File: src/rtl/s3g_tx_stream.sv
// -----------------------------------------------------------------------------
// s3g_tx_stream
// Streaming S3G packet transmitter. A packet is started by a one-cycle
// packet_wr strobe. The block sends 0xD5 (START_BYTE), then the payload
// length, then the payload bytes fetched from a synchronous byte buffer, then
// a Dallas/Maxim CRC8 over the payload bytes only. Each byte is handed to both
// UART transmitters with a one-cycle tx_wr strobe. The next byte is not
// issued until both transmitters have reported byte completion.
//
// Optional feature macro: S3G_TX_STREAM_TIMEOUT_EN
//   Defined   : a watchdog aborts the packet (error pulse, no done pulse) if
//               an acknowledge takes TIMEOUT_CYCLES cycles.
//   Undefined : no watchdog, error is tied low, acknowledges are awaited
//               indefinitely.
//
// Ports:
//   clk          system clock
//   rst_n        asynchronous active-low reset
//   packet_wr    start strobe, honoured only while busy is low
//   payload_len  payload byte count, latched on an accepted packet_wr
//   busy         high from accepted packet_wr until the packet completes
//   done         one-cycle pulse after the CRC byte is acknowledged
//   error        one-cycle pulse on watchdog abort
//   buffer_addr  payload buffer read address
//   buffer_data  payload byte, valid one cycle after buffer_addr changes
//   tx_data      byte to the UARTs, stable until the next tx_wr
//   tx_wr        one-cycle write strobe to both UARTs
//   tx1_done     UART1 byte-complete pulse
//   tx2_done     UART2 byte-complete pulse
// -----------------------------------------------------------------------------
module s3g_tx_stream #(
    parameter logic [7:0] START_BYTE     = 8'hD5,
    parameter int         ADDR_W         = 8,
    parameter int         TIMEOUT_CYCLES = 50000
) (
    input  logic              clk,
    input  logic              rst_n,
    input  logic              packet_wr,
    input  logic [7:0]        payload_len,
    output logic              busy,
    output logic              done,
    output logic              error,
    output logic [ADDR_W-1:0] buffer_addr,
    input  logic [7:0]        buffer_data,
    output logic [7:0]        tx_data,
    output logic              tx_wr,
    input  logic              tx1_done,
    input  logic              tx2_done
);

    typedef enum logic [3:0] {
        ST_IDLE    = 4'd0,
        ST_START   = 4'd1,
        ST_WAIT_S  = 4'd2,
        ST_LEN     = 4'd3,
        ST_WAIT_L  = 4'd4,
        ST_FETCH   = 4'd5,
        ST_PAYLOAD = 4'd6,
        ST_WAIT_P  = 4'd7,
        ST_CRC     = 4'd8,
        ST_WAIT_C  = 4'd9
    } state_t;

    if (TIMEOUT_CYCLES < 2) begin : g_timeout_range
        $error("s3g_tx_stream: TIMEOUT_CYCLES must be at least 2");
    end

    // Dallas/Maxim CRC8 (reflected poly 0x8C), one whole byte per call.
    // Folding the data byte in first and then shifting eight times is
    // equivalent to the bit-serial LSB-first form because the CRC is linear.
    function automatic logic [7:0] crc8_byte(input logic [7:0] crc_in,
                                             input logic [7:0] data_in);
        logic [7:0] c;
        c = crc_in ^ data_in;
        for (int i = 0; i < 8; i++) begin
            if (c[0]) begin
                c = (c >> 1) ^ 8'h8C;
            end else begin
                c = c >> 1;
            end
        end
        return c;
    endfunction

    state_t              state_r, state_nxt_s;
    logic                busy_r, busy_nxt_s;
    logic                done_r, done_nxt_s;
    logic                tx_wr_r, tx_wr_nxt_s;
    logic [7:0]          tx_data_r, tx_data_nxt_s;
    logic [ADDR_W-1:0]   addr_r, addr_nxt_s;
    logic [7:0]          crc_r, crc_nxt_s;
    logic [7:0]          len_r, len_nxt_s;
    logic [7:0]          rem_r, rem_nxt_s;
    logic                d1_r, d2_r;
    logic                ack_s;
    logic                in_wait_s;
    logic                timeout_s;

    // Flags are stale while tx_wr is high (they clear at that edge), so the
    // acknowledge is masked during the strobe cycle.
    assign ack_s     = d1_r & d2_r & ~tx_wr_r;
    assign in_wait_s = (state_r == ST_WAIT_S) || (state_r == ST_WAIT_L) ||
                       (state_r == ST_WAIT_P) || (state_r == ST_WAIT_C);

    assign busy        = busy_r;
    assign done        = done_r;
    assign tx_wr       = tx_wr_r;
    assign tx_data     = tx_data_r;
    assign buffer_addr = addr_r;

    // Sticky per-UART completion flags; a done pulse coincident with tx_wr
    // belongs to the byte being issued.
    always_ff @(posedge clk or negedge rst_n) begin
        if (!rst_n) begin
            d1_r <= 1'b0;
            d2_r <= 1'b0;
        end else if (tx_wr_r) begin
            d1_r <= tx1_done;
            d2_r <= tx2_done;
        end else begin
            d1_r <= d1_r | tx1_done;
            d2_r <= d2_r | tx2_done;
        end
    end

`ifdef S3G_TX_STREAM_TIMEOUT_EN
    logic [31:0] wd_cnt_r;
    logic        error_r;

    // Watchdog: restarts on every byte strobe, counts while awaiting acknowledge.
    always_ff @(posedge clk or negedge rst_n) begin
        if (!rst_n) begin
            wd_cnt_r <= 32'd0;
        end else if (tx_wr_r) begin
            wd_cnt_r <= 32'd1;
        end else if (in_wait_s) begin
            wd_cnt_r <= wd_cnt_r + 32'd1;
        end else begin
            wd_cnt_r <= 32'd0;
        end
    end

    // Fires on the cycle the count reaches the limit so that error appears
    // exactly TIMEOUT_CYCLES cycles after the stalled strobe.
    assign timeout_s = in_wait_s && !tx_wr_r &&
                       (wd_cnt_r >= 32'(TIMEOUT_CYCLES - 1));

    // Error pulse register; an acknowledge in the same cycle takes priority.
    always_ff @(posedge clk or negedge rst_n) begin
        if (!rst_n) begin
            error_r <= 1'b0;
        end else begin
            error_r <= timeout_s & ~ack_s;
        end
    end

    assign error = error_r;
`else
    assign timeout_s = 1'b0;
    assign error     = 1'b0;
`endif

    // FSM state register.
    always_ff @(posedge clk or negedge rst_n) begin
        if (!rst_n) begin
            state_r <= ST_IDLE;
        end else begin
            state_r <= state_nxt_s;
        end
    end

    // FSM next-state logic.
    always_comb begin
        state_nxt_s = state_r;
        case (state_r)
            ST_IDLE: begin
                if (packet_wr) state_nxt_s = ST_START;
                else           state_nxt_s = ST_IDLE;
            end
            ST_START:   state_nxt_s = ST_WAIT_S;
            ST_WAIT_S: begin
                if (ack_s)          state_nxt_s = ST_LEN;
                else if (timeout_s) state_nxt_s = ST_IDLE;
                else                state_nxt_s = ST_WAIT_S;
            end
            ST_LEN:     state_nxt_s = ST_WAIT_L;
            ST_WAIT_L: begin
                if (ack_s)          state_nxt_s = (len_r != 8'd0) ? ST_FETCH : ST_CRC;
                else if (timeout_s) state_nxt_s = ST_IDLE;
                else                state_nxt_s = ST_WAIT_L;
            end
            ST_FETCH:   state_nxt_s = ST_PAYLOAD;
            ST_PAYLOAD: state_nxt_s = ST_WAIT_P;
            ST_WAIT_P: begin
                if (ack_s)          state_nxt_s = (rem_r != 8'd0) ? ST_FETCH : ST_CRC;
                else if (timeout_s) state_nxt_s = ST_IDLE;
                else                state_nxt_s = ST_WAIT_P;
            end
            ST_CRC:     state_nxt_s = ST_WAIT_C;
            ST_WAIT_C: begin
                if (ack_s || timeout_s) state_nxt_s = ST_IDLE;
                else                    state_nxt_s = ST_WAIT_C;
            end
            default:    state_nxt_s = ST_IDLE;
        endcase
    end

    // FSM output logic: next values for the registered outputs and datapath.
    always_comb begin
        busy_nxt_s    = busy_r;
        done_nxt_s    = 1'b0;
        tx_wr_nxt_s   = 1'b0;
        tx_data_nxt_s = tx_data_r;
        addr_nxt_s    = addr_r;
        crc_nxt_s     = crc_r;
        len_nxt_s     = len_r;
        rem_nxt_s     = rem_r;
        case (state_r)
            ST_IDLE: begin
                if (packet_wr) begin
                    len_nxt_s  = payload_len;
                    rem_nxt_s  = payload_len;
                    crc_nxt_s  = 8'h00;
                    addr_nxt_s = {ADDR_W{1'b0}};
                    busy_nxt_s = 1'b1;
                end else begin
                    busy_nxt_s = 1'b0;
                end
            end
            ST_START: begin
                tx_data_nxt_s = START_BYTE;
                tx_wr_nxt_s   = 1'b1;
            end
            ST_LEN: begin
                tx_data_nxt_s = len_r;
                tx_wr_nxt_s   = 1'b1;
            end
            ST_PAYLOAD: begin
                tx_data_nxt_s = buffer_data;
                tx_wr_nxt_s   = 1'b1;
                crc_nxt_s     = crc8_byte(crc_r, buffer_data);
                addr_nxt_s    = addr_r + {{(ADDR_W-1){1'b0}}, 1'b1};
                rem_nxt_s     = rem_r - 8'd1;
            end
            ST_CRC: begin
                tx_data_nxt_s = crc_r;
                tx_wr_nxt_s   = 1'b1;
            end
            ST_WAIT_C: begin
                if (ack_s) begin
                    done_nxt_s = 1'b1;
                    busy_nxt_s = 1'b0;
                end else if (timeout_s) begin
                    busy_nxt_s = 1'b0;
                end else begin
                    busy_nxt_s = busy_r;
                end
            end
            ST_WAIT_S, ST_WAIT_L, ST_WAIT_P: begin
                if (timeout_s && !ack_s) begin
                    busy_nxt_s = 1'b0;
                end else begin
                    busy_nxt_s = busy_r;
                end
            end
            ST_FETCH: begin
                busy_nxt_s = busy_r;
            end
            default: begin
                busy_nxt_s = 1'b0;
            end
        endcase
    end

    // Registered outputs and datapath state.
    always_ff @(posedge clk or negedge rst_n) begin
        if (!rst_n) begin
            busy_r    <= 1'b0;
            done_r    <= 1'b0;
            tx_wr_r   <= 1'b0;
            tx_data_r <= 8'h00;
            addr_r    <= {ADDR_W{1'b0}};
            crc_r     <= 8'h00;
            len_r     <= 8'h00;
            rem_r     <= 8'h00;
        end else begin
            busy_r    <= busy_nxt_s;
            done_r    <= done_nxt_s;
            tx_wr_r   <= tx_wr_nxt_s;
            tx_data_r <= tx_data_nxt_s;
            addr_r    <= addr_nxt_s;
            crc_r     <= crc_nxt_s;
            len_r     <= len_nxt_s;
            rem_r     <= rem_nxt_s;
        end
    end

endmodule

File: config.mk
export PLATFORM = sky130hd
export DESIGN_NAME = s3g_tx_stream
export DESIGN_NICKNAME = d
export VERILOG_FILES = /design/src/rtl/s3g_tx_stream.sv
export SDC_FILE = /design/constraint.sdc
export NUM_CORES = 1
export LEC_CHECK = 0
export BUFFER_PORTS_ARGS = -buffer_cell sky130_fd_sc_hd__buf_2
export CAP_MARGIN = 5
export CORE_MARGIN = 3
export CORE_UTILIZATION = 56
export CTS_CLUSTER_DIAMETER = 50
export DETAILED_ROUTE_END_ITERATION = 12
export GPL_TIMING_DRIVEN = 0
export MAX_ROUTING_LAYER = met4
export PLACE_DENSITY_LB_ADDON = 0.15
export SYNTH_ARGS = -nofsm -noshare
export SYNTH_HDL_FRONTEND = slang
export SYNTH_SLANG_ARGS = --single-unit
File: constraint.sdc
create_clock -name clk -period 1.84 [get_ports clk]
set_input_delay 0.184 -clock clk [delete_from_list [all_inputs] [get_ports clk]]
set_output_delay 0.184 -clock clk [all_outputs]
set_load 0.02 [all_outputs]
; ---- Word level (Yosys, flattened, before mapping)
; Cells that the tools add are included.
[word_totals]
register_bits = 49
latch_bits = 0
mem_bits_rw = 0
romBits = 0
input_bits = 21
output_inout_bits = 20
word_cells = 86
mem_count = 0
[op_classes]
add_sub_neg = 2
n_mul = 0
div_mod_pow = 0
magnitude_cmp = 0
eq_ne = 11
shifts = 0
mux = 37
bitwise = 15
n_reduce_logical = 10
[ops]
columns = operator, n
row1 = 8-bit two-way mux, 17
row2 = 8-bit case mux with 2 select lines, 3
row3 = 4-bit case mux with 10 select lines, 1
row4 = 8-bit case mux with 4 select lines, 1
row5 = 2-bit inverter with 3-bit output, 8
row6 = 4-bit two-way mux, 5
row7 = 4-bit by 3-bit == test with 1-bit output (second input constant), 4
row8 = 8-bit nonzero test, 2
row9 = 1-bit two-way mux, 9
row10 = 8-bit by 1-bit adder with 8-bit output (second input constant), 1
row11 = 4-bit by 2-bit == test with 1-bit output (second input constant), 2
row12 = 4-bit == test (second input constant), 2
row13 = 8-bit OR reduction, 1
row14 = 8-bit by 1-bit subtractor with 8-bit output (second input constant), 1
row15 = 8-bit bitwise XOR, 1
row16 = 2-bit AND reduction, 3
row17 = 4-bit by 1-bit == test with 1-bit output (second input constant), 1
row18 = 4-bit logical NOT, 1
row19 = 2-bit inequality test (second input constant), 2
row20 = 4-bit nonzero test, 1
row21 = 4-bit OR reduction, 1
row22 = 1-bit case mux with 3 select lines, 1
row23 = 1-bit bitwise AND, 2
row24 = 1-bit inverter, 2
row25 = 2 further kinds, 3

; ---- Logic depth before layout (Yosys ltp)
[depth]
word_depth = 25
depth_mapped = 7
depth_no_buf = 7

; ---- Worst setup path after synthesis
; No wires, ideal clock.
[synth_path]
kind = reg-to-reg
start = reg crc_r[0]
end = reg crc_r[2]
setup_time_ns = 0.130
t_arrival_ns = 1.485
required_time_ns = 1.710
setup_slack_ns = 0.225
stages_incl_launch_ff = 6
path_buffers = 0
period_less_slack_ns = 1.615
path_cell_list = dfrtp_1 -> xor2_1 -> xnor3_2 -> xnor2_2 -> xnor2_1 -> o21ai_1
[synth_between]
elab_chain_cells = 18
word_cells_on_any_way = 20
classes_between = 16 x mux / 4 x bitwise
[synth_rtl]
columns = item, line
row1 = "start, declared", 91  ; logic [7:0] crc_r, crc_nxt_s;
row2 = "start signal, assigned", 292  ; crc_r <= crc_nxt_s;
row3 = 8-bit bitwise XOR (*), 74  ; c = crc_in ^ data_in;
row4 = 8-bit two-way mux (*), 76  ; if (c[0]) begin
row5 = 8-bit two-way mux (*), 218  ; case (state_r)
row6 = 8-bit two-way mux (*), 76
row7 = 8-bit two-way mux (*), 218
row8 = 8-bit two-way mux (*), 76
row9 = 8-bit two-way mux (*), 218
row10 = 8-bit two-way mux (*), 76
row11 = [... 2 more ...], --
row12 = 8-bit two-way mux (*), 218
row13 = 8-bit two-way mux (*), 76
row14 = 8-bit two-way mux (*), 218
row15 = 8-bit two-way mux (*), 76
row16 = 8-bit two-way mux (*), 218
row17 = 2-bit inverter with 3-bit output (no source line) / 8-bit two-way mux (equally long branches), --
row18 = 8-bit two-way mux (*), 76
row19 = 8-bit case mux with 2 select lines (*), 218
; Mark *: on every way between the ends. The rest lies on a longest branch, timed or not. The select of a mux whose other input is x is not followed.
; A chain may end at the register's enable or synchronous reset.

; ---- Final worst setup path
[layout_path]
start = reg crc_r[0]
end = reg crc_r[7]
[layout_between]
elab_chain_cells = 18
word_cells_on_any_way = 19
classes_between = 16 x mux / 3 x bitwise
[layout_rtl]
columns = item, line
row1 = 8-bit bitwise XOR (*), 74
row2 = 8-bit two-way mux (*), 76
row3 = 8-bit two-way mux (*), 218
row4 = 8-bit two-way mux (*), 76
row5 = 8-bit two-way mux (*), 218
row6 = 8-bit two-way mux (*), 76
row7 = 8-bit two-way mux (*), 218
row8 = 8-bit two-way mux (*), 76
row9 = [... 2 more ...], --
row10 = 8-bit two-way mux (*), 76
row11 = 8-bit two-way mux (*), 218
row12 = 8-bit two-way mux (*), 76
row13 = 8-bit two-way mux (*), 218
row14 = 8-bit two-way mux (*), 76
row15 = 8-bit two-way mux (*), 218
row16 = 8-bit two-way mux (*), 76
row17 = 8-bit case mux with 2 select lines (*), 218
; Marked as above.

==> reports/metrics.csv <==
stage,metric,value,unit
logic_synthesis,mapped cell area,2500,um2
floorplanning,row count,23,
placed_design,Post-Place Cell Area,2760,um2
power_and_ir_drop,LEAKAGE,0.00136,uW
routing,DR DRC count,0,
sta,post-route setup slack,0.0831,ns
logic_synthesis,"flops & latches, synth",49,
placed_design,port bufs,39,
floorplanning,Core Area,4140,um2
setup_path,"slowest stage delay, CP",0.49,ns
setup_path,CP max stage cell,xnor3_2,
placed_design,dpl ws,-0.364,ns
setup_path,Worst Setup End Kind,register,
clocking,clock-pin slew on the worst setup and hold paths,0.09,ns
finish,final instance area,2940,um2
finish,final antenna diode count,0,
routing,Vias,2304,
routing,DR pass1 iterations,5,
finish,Area Overhead vs Synth,17.4,%
sta,Worst Clk Skew,0.00718,ns
power_and_ir_drop,Flop pwr share,36.0,%
floorplanning,width of the die,72.9,um
power_and_ir_drop,Sw Pwr,2470,uW
setup_path,Critical Path RT,2.02,ns
job,max-cap viol count,0,
global_routing,global routing met1 resource utilization,37.2,%
power_and_ir_drop,power density over the cells,1840,nW/um2
sta,Final Max Tran Viols,0,
setup_path,crit path max fanout,3,
global_routing,first-pass GRT wire length,10500,um
global_routing,pin count of the biggest net entering global routing,50,
routing,routed length per instance,16.8,um
logic_synthesis,syn_nets,302,
floorplanning,Die Area,5310,um2
global_routing,initial antenna violation count,0,
setup_path,WP data arrival,1.94,ns
routing,WL final,6370,um
logic_synthesis,Post-synth EDFFs,0,
setup_path,Crit Path Class,reg -> reg,
sta,Setup TNS Final,0,ns
clocking,Inserted Clock Buffers,5,
sta,worst slew pin tran,1.05,ns
placed_design,Routability Congestion,0.888,
sta,Max Clk Rate,569,MHz
floorplanning,# IOs,41,
placed_design,HPWL Detailed,4410,um
setup_path,R2R cell count,5,
routing,DRT iter0 DRCs,325,
sta,period utilization,95.5,%
hold_path,worst min path class,in -> async,
logic_synthesis,ys flop type,dfrtp_1,
setup_path,crit path cell chain,xor2_2 -> xnor3_2 -> xnor2_2 -> xnor2_1 -> o21ai_1,
clocking,latest clock arrival within the worst-skew pair,0.30,ns
logic_synthesis,synth warn,0,
sta,RSZ-0062 raised after global routing,true,
global_routing,gr busiest metal,met2,
logic_synthesis,synth top area cells,"dfrtp_1 49%, nand2_1 6.6%, o21ai_0 5.6%",
power_and_ir_drop,internal power,2940,uW
logic_synthesis,ys async rst share,100,%
clocking,CTS Buffer Depth,2,
global_routing,GRT Util Overall,26.5,%
finish,layout cells sized above 1,22.0,%
sta,Setup Viol. Count Final,0,
sta,final hold violations,0,
clocking,CTS Hold Buffers Added,0,
global_routing,number of global-route vias before repair,2158,
clocking,H-tree levels,2,
floorplanning,Initial Util,60.4,%
sta,Final Critical Period,1.76,ns
clocking,CTS root buf,clkbuf_8,
logic_synthesis,Yosys cell types,41,
finish,NumNets Final,350,
global_routing,remaining global-route overflow,0,
logic_synthesis,Mean Syn Cell Area,8.97,um2
logic_synthesis,Yosys top cell area share,49.0,%
routing,Antenna Nets Post-Route,0,
clocking,Clock Sinks,49,
floorplanning,die height,72.9,um
power_and_ir_drop,Gate power share,52.4,%
logic_synthesis,register area share after synthesis,49.0,%
power_and_ir_drop,worst vdd ir,0.000922,V
setup_path,Critical Path Source Type,register,
logic_synthesis,Synth area leader,dfrtp_1,
sta,Rel. slew slack,29.8,%
power_and_ir_drop,Net Sw Frac,45.7,%
clocking,TritonCTS clock tree,built,
power_and_ir_drop,clock share of power,11.6,%
logic_synthesis,cells after synthesis,279,
routing,vias per inst,6.10,
outcome,outcome,"finished, final reports clean",
global_routing,met3 GRT Util,4.96,%
global_routing,Global Route met2 Usage,39.1,%
power_and_ir_drop,post-layout power,5400,uW
path summary, 6_finish.rpt:
kind | from | end | slack [ns]
max | crc_r[0] | crc_r[7] | 0.08
max in group asynchronous | rst_n | state_r[1] | 1.08
min reg2reg | buffer_addr[7] | buffer_addr[7] | 0.48
min in group clk | tx2_done | d2_r | 0.06
max reg2reg | crc_r[0] | crc_r[7] | 0.08
min | rst_n | state_r[0] | 0.06
critical path, delay by kind of cell (launching register included):
kind                      cells  cell delay, ns
xor gates and xnor gates      4            1.11
AOI/OAI and AO/OA             1            0.08
DFF                           1            0.44
synth_stat cells, types with 3 or more instances:
master	instances
a21oi_1	10
a222oi_1	3
a22oi_1	5
a31oi_1	8
and3_1	3
buf_2	3
clkbuf_1	10
dfrtp_1	49
inv_1	10
nand2_1	44
nand2b_1	3
nand3_1	16
nand3b_1	3
nand4_1	4
nor2_1	23
nor3_1	6
nor4_1	3
o211ai_1	4
o21ai_0	28
xnor2_1	15
cells in the final DEF, fill, tap and decap left out, types with 8 or more instances in the layout:
cell type	count
a21oi_1	10
buf_2	41
xnor2_1	14
nand2_1	44
nand3_1	15
inv_1	10
dfrtp_1	48
a31oi_1	8
nor2_1	21
o21ai_0	28
power by group through the flow:
stage	Combinational, uW	Clock, uW	Sequential [uW]
3_5_place_dp	2700	0	1920
5_1_grt	3140	681	2010
3_3_place_gp	2610	0	1900
4_1_cts	2750	635	1910
2_1_floorplan	1810	0	2060
6_report	2830	629	1940
timing repair:
| action | CTS | global route |
|---|---|---|
| gates resized for setup | 9 | 16 |
| setup buffers | 1 | 2 |
| endpoints found under the setup margin | 25 | 28 |
| pin swaps | 1 | 1 |
sequential cells by signal, summed over array words and instances (netlist names):
| signal | cells |
|---|---|
| buffer_addr | 8 |
| crc_r | 8 |
| len_r | 8 |
| rem_r | 8 |
| tx_data | 8 |
| state_r | 4 |
| busy | 1 |
| d1_r | 1 |
| d2_r | 1 |
| done | 1 |
| tx_wr | 1 |
through the flow:
| step | hold WS [ns] | utilization, % | instances |
|---|---|---|---|
| 2_1_floorplan | -0.112 | - | 279 |
| 3_3_place_gp | 0.368 | 66.6 | 368 |
| 3_5_place_dp | 0.377 | 66.6 | 368 |
| 4_1_cts | 0.0552 | 69.6 | 377 |
| 5_1_grt | 0.0463 | 71.0 | 378 |
| 6_report | 0.0582 | 71.0 | 378 |
layout make-up:
class / count / area, um2
Fill cell: 351 / 1200
Inverter: 10 / 37.5
Sequential cell: 49 / 1230
Multi-Input combinational cell: 206 / 1240
Clock inverter: 2 / 10.0
Clock buffer: 6 / 72.6
Timing Repair Buffer: 42 / 218
Buffer: 13 / 68.8
Tap cell: 50 / 62.6
cell families (layout without fill, tap and decap cells):
| group | after synthesis | count (layout) | synth area share, % |
|---|---|---|---|
| xor gates and xnor gates | 19 | 19 | 7.55 |
| and+or+nand+nor | 113 | 113 | 20.9 |
| muxes | 1 | 1 | 0.450 |
| buffers and inverters | 24 | 73 | 3.90 |
| adders and majority gates | 2 | 2 | 0.999 |
| AOI/OAI and AO/OA | 70 | 70 | 17.1 |
| other | 1 | 1 | 0.150 |
| DFF | 49 | 49 | 49.0 |
routing by layer:
metal,wire length (um),share of wire (%)
met1,2850,45
met2,2970,47
met3,465,7.3
met4,80,1.3
met5,0,0
Note: power is estimated with default switching activity, not from simulation.
